--- config.mk ---
export PLATFORM = sky130hd
export DESIGN_NAME = game_state_sequencer
export DESIGN_NICKNAME = d
export VERILOG_FILES = /design/src/rtl/game_state_sequencer.sv
export SDC_FILE = /design/constraint.sdc
export NUM_CORES = 1
export LEC_CHECK = 0
export CORE_ASPECT_RATIO = 1.5
export CORE_MARGIN = 3
export CORE_UTILIZATION = 44
export DETAILED_ROUTE_END_ITERATION = 8
export GPL_TIMING_DRIVEN = 0
export HOLD_SLACK_MARGIN = 0.02
export PLACE_DENSITY = 0.83
export RECOVER_POWER = 50
export SETUP_SLACK_MARGIN = 0.4
export SLEW_MARGIN = 5
export SYNTH_ARGS = -nofsm -noshare
export SYNTH_HDL_FRONTEND = slang
export SYNTH_SLANG_ARGS = --single-unit
export TNS_END_PERCENT = 100
--- constraint.sdc ---
create_clock -name clk -period 4.4 [get_ports clk]
set_input_delay 0.66 -clock clk [delete_from_list [all_inputs] [get_ports clk]]
set_output_delay 0.66 -clock clk [all_outputs]
set_load 0.01 [all_outputs]
--- src/rtl/game_state_sequencer.sv ---
// Game state register and next-state arbiter. Commits the proposal owned by the
// current state, with pause, forced jumps, dwell timeout and illegal-target trapping.
module game_state_sequencer #(
   parameter int NUM_STATES    = 8,
   parameter int STATE_W       = 3,
   parameter int INIT_STATE    = 0,
   parameter int TIMEOUT_STATE = 7,
   parameter int CNT_W         = 16
) (
   input  logic                          clk,
   input  logic                          rst,
   input  logic [NUM_STATES*STATE_W-1:0] next_state_bus,
   input  logic [NUM_STATES-1:0]         next_valid,
   input  logic                          pause,
   input  logic                          force_valid,
   input  logic [STATE_W-1:0]            force_state,
   input  logic [CNT_W-1:0]              timeout_limit,
   output logic [STATE_W-1:0]            current_state,
   output logic [STATE_W-1:0]            next_state,
   output logic [STATE_W-1:0]            prev_state,
   output logic                          state_entry,
   output logic [CNT_W-1:0]              dwell_cnt,
   output logic                          timeout_pulse,
   output logic                          illegal_err
);

   localparam logic [STATE_W-1:0] INIT_S    = STATE_W'(INIT_STATE);
   localparam logic [STATE_W-1:0] TIMEOUT_S = STATE_W'(TIMEOUT_STATE);

   logic [STATE_W-1:0] current_state_q, current_state_d;
   logic [STATE_W-1:0] prev_state_q, prev_state_d;
   logic               state_entry_q, state_entry_d;
   logic [CNT_W-1:0]   dwell_cnt_q, dwell_cnt_d;
   logic               timeout_pulse_q, timeout_pulse_d;
   logic               illegal_err_q, illegal_err_d;

   logic [STATE_W-1:0] prop [NUM_STATES];
   logic [STATE_W-1:0] own_prop;
   logic [STATE_W-1:0] target;
   logic [CNT_W-1:0]   limit_m1;
   logic               own_valid;
   logic               timeout_hit;
   logic               cur_bad;
   logic               req;
   logic               via_timeout;
   logic               tgt_bad;
   logic               transition;

   generate
      for (genvar gi = 0; gi < NUM_STATES; gi++) begin : g_prop
         assign prop[gi] = next_state_bus[gi*STATE_W +: STATE_W];
      end
   endgenerate

   always_comb begin
      own_valid = 1'b0;
      own_prop  = current_state_q;
      for (int k = 0; k < NUM_STATES; k++) begin
         if (current_state_q == STATE_W'(k)) begin
            own_valid = next_valid[k];
            own_prop  = prop[k];
         end
      end

      limit_m1    = timeout_limit - CNT_W'(1);
      timeout_hit = (timeout_limit != '0) && (dwell_cnt_q >= limit_m1);
      cur_bad     = int'(current_state_q) >= NUM_STATES;

      req         = 1'b0;
      target      = current_state_q;
      via_timeout = 1'b0;
      if (force_valid) begin
         req    = 1'b1;
         target = force_state;
      end else if (pause) begin
         req    = 1'b0;
      end else if (own_valid) begin
         req    = 1'b1;
         target = own_prop;
      end else if (timeout_hit) begin
         req         = 1'b1;
         target      = TIMEOUT_S;
         via_timeout = 1'b1;
      end

      // An out-of-range target degrades the cycle to a plain hold.
      tgt_bad    = req && (int'(target) >= NUM_STATES);
      transition = req && !tgt_bad;
      current_state_d = transition ? target : current_state_q;

      // A corrupted current state recovers straight to the initial state.
      if (cur_bad) begin
         transition      = 1'b1;
         via_timeout     = 1'b0;
         current_state_d = INIT_S;
      end

      prev_state_d    = transition ? current_state_q : prev_state_q;
      state_entry_d   = transition;
      timeout_pulse_d = transition && via_timeout;
      illegal_err_d   = illegal_err_q | tgt_bad | cur_bad;

      if (transition)
         dwell_cnt_d = '0;
      else if ((pause && !force_valid) || (dwell_cnt_q == {CNT_W{1'b1}}))
         dwell_cnt_d = dwell_cnt_q;
      else
         dwell_cnt_d = dwell_cnt_q + CNT_W'(1);
   end

   always_ff @(posedge clk) begin
      if (rst) begin
         current_state_q <= INIT_S;
         prev_state_q    <= INIT_S;
         state_entry_q   <= 1'b1;
         dwell_cnt_q     <= '0;
         timeout_pulse_q <= 1'b0;
         illegal_err_q   <= 1'b0;
      end else begin
         current_state_q <= current_state_d;
         prev_state_q    <= prev_state_d;
         state_entry_q   <= state_entry_d;
         dwell_cnt_q     <= dwell_cnt_d;
         timeout_pulse_q <= timeout_pulse_d;
         illegal_err_q   <= illegal_err_d;
      end
   end

   assign current_state = current_state_q;
   assign next_state    = current_state_d;
   assign prev_state    = prev_state_q;
   assign state_entry   = state_entry_q;
   assign dwell_cnt     = dwell_cnt_q;
   assign timeout_pulse = timeout_pulse_q;
   assign illegal_err   = illegal_err_q;

endmodule

[After elaboration in Yosys (flattened, before gate mapping)]
Index checks and enable logic that the tools add are counted.
Widths: inputs -> output; s select.
Storage, ports and cells
  output and inout port bits: 28
  register bits after elaboration: 24
  logic and storage cells: 52
  input port bits: 55
Operators by class
  equal/unequal tests: 8
  multiplexer cells: 28
  order comparisons: 1
  reduce and logical (&&, ||, !) cells: 8
  add/sub/neg operators: 2
Operators with widths (count)
  $mux 3: 13
  $add 16x1->16 const B: 1
  $eq 16x16->1 const B: 1
  $ge 16x16->1: 1
  $reduce_bool 16->1: 1
  $sub 16x1->16 const B: 1
  $mux 1: 15
  $eq 3x3->1 const B: 4
  $eq 3x2->1 const B: 2
  $eq 3x1->1 const B: 1
  $logic_and 1x1->1: 3
  $logic_not 3->1: 1
  $reduce_or 2->1: 1
  $logic_not 1->1: 1
  $logic_or 1x1->1: 1

[Logic depth before layout (Yosys ltp)]
  word-level depth: 13
  depth in mapped cells: 15
  gate-level depth less buffers: 13

[Worst setup path after synthesis]
Ideal clock, no wire load.
  path type: input-to-output
  from: input port timeout_limit[5]
  to: output port next_state[0]
  stages on the path: 12
  path buffers: 0
  required time: 3.740 ns
  data arrival time: 3.358 ns
  path slack: 0.382 ns
  path through: nor3_2 > nand4_1 > nor4_1 > nand3b_1 > xor2_1 > ha_1 > a21oi_1 > o21ai_0 > a211oi_1 > o221ai_1 > and4b_2 > or3_1
On the way
  longest elaborated chain between the ends: 8
  elaborated cells between the ends (all ways): 13
  those cells by class: 1 x add/sub; 1 x order compare; 9 x mux; 2 x reduce/logical
RTL lines
  start, declared: RTL line 17  | input logic [CNT_W-1:0] timeout_limit,
  $sub 16x1->16: RTL line 65  | limit_m1 = timeout_limit - CNT_W'(1);
  $ge 16x16->1: RTL line 66  | timeout_hit = (timeout_limit != '0) && (dwell_cnt_q >= limit_m1);
  $logic_and 1x1->1 (*): RTL line 66
  $mux 3 / $mux 1 (equally long branches): RTL line 80  | end else if (timeout_hit) begin
  $mux 3 / $mux 1 (equally long branches): RTL line 77  | end else if (own_valid) begin
  $mux 3 / $mux 1 (equally long branches): RTL line 75  | end else if (pause) begin
  $mux 3 / $mux 1 (equally long branches): RTL line 72  | if (force_valid) begin
  $mux 3 (*): RTL line 89  | current_state_d = transition ? target : current_state_q;
  end, declared: RTL line 19  | output logic [STATE_W-1:0] next_state,
Every way passes the cells marked *; elsewhere a longest branch is shown, timed or not.

[Worst setup path after layout]
  from: input port timeout_limit[6]
  to: output port next_state[0]
The elaborated chain is that of the path after synthesis.

==> reports/results.tsv <==
metric	value	unit
result of the run	complete, no violations	
normalized max-slew margin	0.3373	
post-synthesis cell count	253	
vias in the first global route	2536	
maximum clock rate	233.2	MHz
number of iterations in the first detailed-routing pass	6	
I/O pin cnt	83	
initial detailed-routing violation count	122	
floorplan core area	4579	um^2
Final #Nets	442	
Post-Place Worst Slack	-1.088	ns
buffer type at the clock tree root	clkbuf_8	
Final ANT Viol Nets	0	
Worst Setup Slack, final	0.1109	ns
RSZ-0062 raised after global routing	true	
cts-stage hold buffer count	0	
share of Yosys cell area claimed by the top area cell type	0.2282	
area occupied by registers	480.5	um^2
leakage component of the power	1.439	nW
Placed Area	3003	um^2
maximum net fanout on the critical path	4	
Buffers & Inverters on Critical Path	3	
total via count after detailed routing	2396	
post-synthesis to final-layout area growth	60.25	%
initial standard-cell utilization of the core	0.4598	
number of antenna violations at the first check in global routing	0	
Die Outline Area	5669	um^2
Num CTS Buffers	3	
wire length reported by the detailed router	6.915	mm
most instantiated flip-flop cell in the synthesis netlist	dfxtp_1	
total power per unit cell area	170.8	nW/um^2
detailed placement HPWL	4.556	mm
number of setup violations in the final report	0	
CTS H-tree depth	1	
synthesized cell area	2106	um^2
wire length of the first global-routing pass	11.10	mm
worst min-delay path class	flip-flop to flip-flop	
aggregate global routing overflow	0	
Synth top cells by count	nor2_1, dfxtp_1, nand2_1, ha_1, xnor2_1	
buffers from clock root to sink, at most	2	
area of the multi-input gates	1648	um^2
peak per-stage delay on the critical path	0.33	ns
worst clock skew on the final layout	0.005491	ns
maximum ir drop on the vdd rail	0.1331	mV
average wire length per cell after detail routing	16.08	um
Post-Syn Nets	327	
average cell area after synthesis	8.323	um^2
number of max-slew violations in the final report	0	
number of diodes added for antenna fixing	0	
share of final-layout standard cells stronger than drive strength 1	0.2240	
family with the most delay on the worst path	simple AND/OR/NAND/NOR gates	
number of design rule violations left after detail routing	0	
number of maximum-capacitance violations	0	
quantity of I/O buffers inserted on ports	81	
number of fill cells in the layout	348	
cell row count	30	
transition at the pin with the smallest max-transition slack	0.9881	ns
data required time at the worst endpoint	3.74	ns
clock tree from TritonCTS	done	
final design instance area without fill	3374	um^2
number of synthesis warnings	0	
vertical extent of the die	90.73	um
largest net degree at the start of global routing	13	
period utilisation layout	0.9748	
largest cells by area after synthesis	dfxtp_1, ha_1, xnor2_1	
async set-reset flop share out of synthesis	0	
Crit path arrival time	3.63	ns
count of different cell masters after synthesis	58	
top-count cell post-synth	nor2_1	
die width	62.49	um
crit path max-delay cell type	or3_1	
Post-synth EDFFs	0	
series of cell instances along the critical path	buf_8 -> nor3_4 -> nand4_1 -> nor4_4 -> nand3b_1 -> xor2_2 -> ha_4 -> a21oi_4 -> buf_4 -> o221a_2 -> a41oi_2 -> and2_4 -> a211oi_2 -> or3_1 -> buf_2	
WHS	0.4671	ns
type of the worst setup path	input pin to output port	
Hold Fails Final Rpt	0	
clock slew seen by the registers of the worst setup and hold paths	0.08	ns
cell taking the most area after synthesis	dfxtp_1	
number of flip-flops and latches in the synthesized netlist	24	
clock sink count	24	
global-route usage over all layers	0.2355	
type of element capturing the critical path	output port	
gp weighted congestion	0.8708	
detailed-route vias per instance	5.572	
kind of start point of the critical path	input pin	
minimum period implied by the final worst setup slack	4.289	ns
sequential area share after synthesis	0.2282	
insertion delay to the later sink of the worst-skew pair	0.27	ns
metal layers:
metal | GRT usage | wire [um] | vias up
li1 | - | - | 1146
met3 | 0.03985 | 376 | 24
met5 | 0 | 0 | -
met4 | 0.1308 | 289 | 0
met1 | 0.2270 | 2436 | 1118
met2 | 0.4577 | 3812 | 108
sequential cells by signal, summed over array words and instances (netlist names):
register / count
prev_state: 3
dwell_cnt: 16
state_entry: 1
timeout_pulse: 1
current_state: 3
timing repair:
action	in CTS	in global routing
endpoints found under the hold margin	0	0
pin swaps	23	15
setup endpoints to repair	25	3
setup buffers	23	6
gates resized for setup	62	13
worst paths after layout:
kind	to	from	slack [ns]	cells past startpoint
worst max-delay path	next_state[0]	timeout_limit[6]	0.11	15
worst min-delay path	prev_state[0]	prev_state[0]	0.47	2
worst max register to register	dwell_cnt[8]	dwell_cnt[2]	1.75	12
worst min register to register	prev_state[0]	prev_state[0]	0.47	2
power breakdown:
part / total [W] / switching, W / internal, W
Sequential: 0.000227 / 0.00000415 / 0.000223
Clock: 0.000131 / 0.0000700 / 0.0000613
Combinational: 0.000218 / 0.0000987 / 0.000119
worst min-delay path, delay by kind of cell, from the launching register on:
family	cells	cell delay, ns
flops	1	0.32
simple gates	1	0.05
mux	1	0.06
through the flow:
stage / utilization / power [W] / TNS [ns] / cells
3_3_place_gp: 0.6557 / 0.0004252 / -2.316 / 398
2_1_floorplan: - / 0.0003332 / 0 / 253
6_report: 0.7369 / 0.0005762 / 0 / 430
4_1_cts: 0.7153 / 0.0005705 / 0 / 424
5_1_grt: 0.7369 / 0.0006076 / -0.001692 / 430
3_5_place_dp: 0.6557 / 0.0004277 / -2.830 / 398
final cells by class:
| type | count | area share |
|---|---|---|
| well taps | 64 | 0.02373 |
| multi-input cells | 208 | 0.4883 |
| clock buffers | 3 | 0.01224 |
| inverters | 14 | 0.01557 |
| plain buffers | 7 | 0.01631 |
| repair buffers | 110 | 0.3014 |
| flip-flops and latches | 24 | 0.1424 |
placed cells by master (no fill, tap or decap), types with 3 or more instances in the layout:
cell | Yosys | final
clkdlybuf4s50_1 | 0 | 40
nor2_1 | 32 | 31
buf_4 | 2 | 30
dfxtp_1 | 24 | 24
dlygate4sd3_1 | 0 | 24
nand2_1 | 24 | 23
ha_1 | 19 | 17
xnor2_1 | 15 | 15
inv_1 | 13 | 11
xor2_1 | 12 | 11
mux2i_1 | 9 | 9
a21oi_1 | 11 | 8
buf_2 | 2 | 8
nand3_1 | 9 | 8
nand4_1 | 7 | 7
dlymetal6s2s_1 | 0 | 5
nor3_1 | 4 | 4
a211oi_1 | 7 | 4
mux4_2 | 4 | 4
o21ai_0 | 4 | 3
a211oi_2 | 0 | 3
o31ai_1 | 3 | 3
buf_8 | 1 | 3
and4_1 | 3 | 3
clkbuf_8 | 0 | 3
cell families (layout without fill, tap and decap cells):
logic type               count (synthesis)  in the layout  synth area share
AND/OR/NAND/NOR                        103            103            0.2514
AO/OA/AOI/OAI                           44             44            0.1515
XOR/XNOR                                27             27            0.1123
flip-flops                              24             24            0.2282
buffers and inverters                   21            134           0.05109
adder cells (fa/ha/maj)                 19             19            0.1129
multiplexers                            14             14           0.09091
other                                    1              1          0.001781
(Power assumes the default switching activity.)
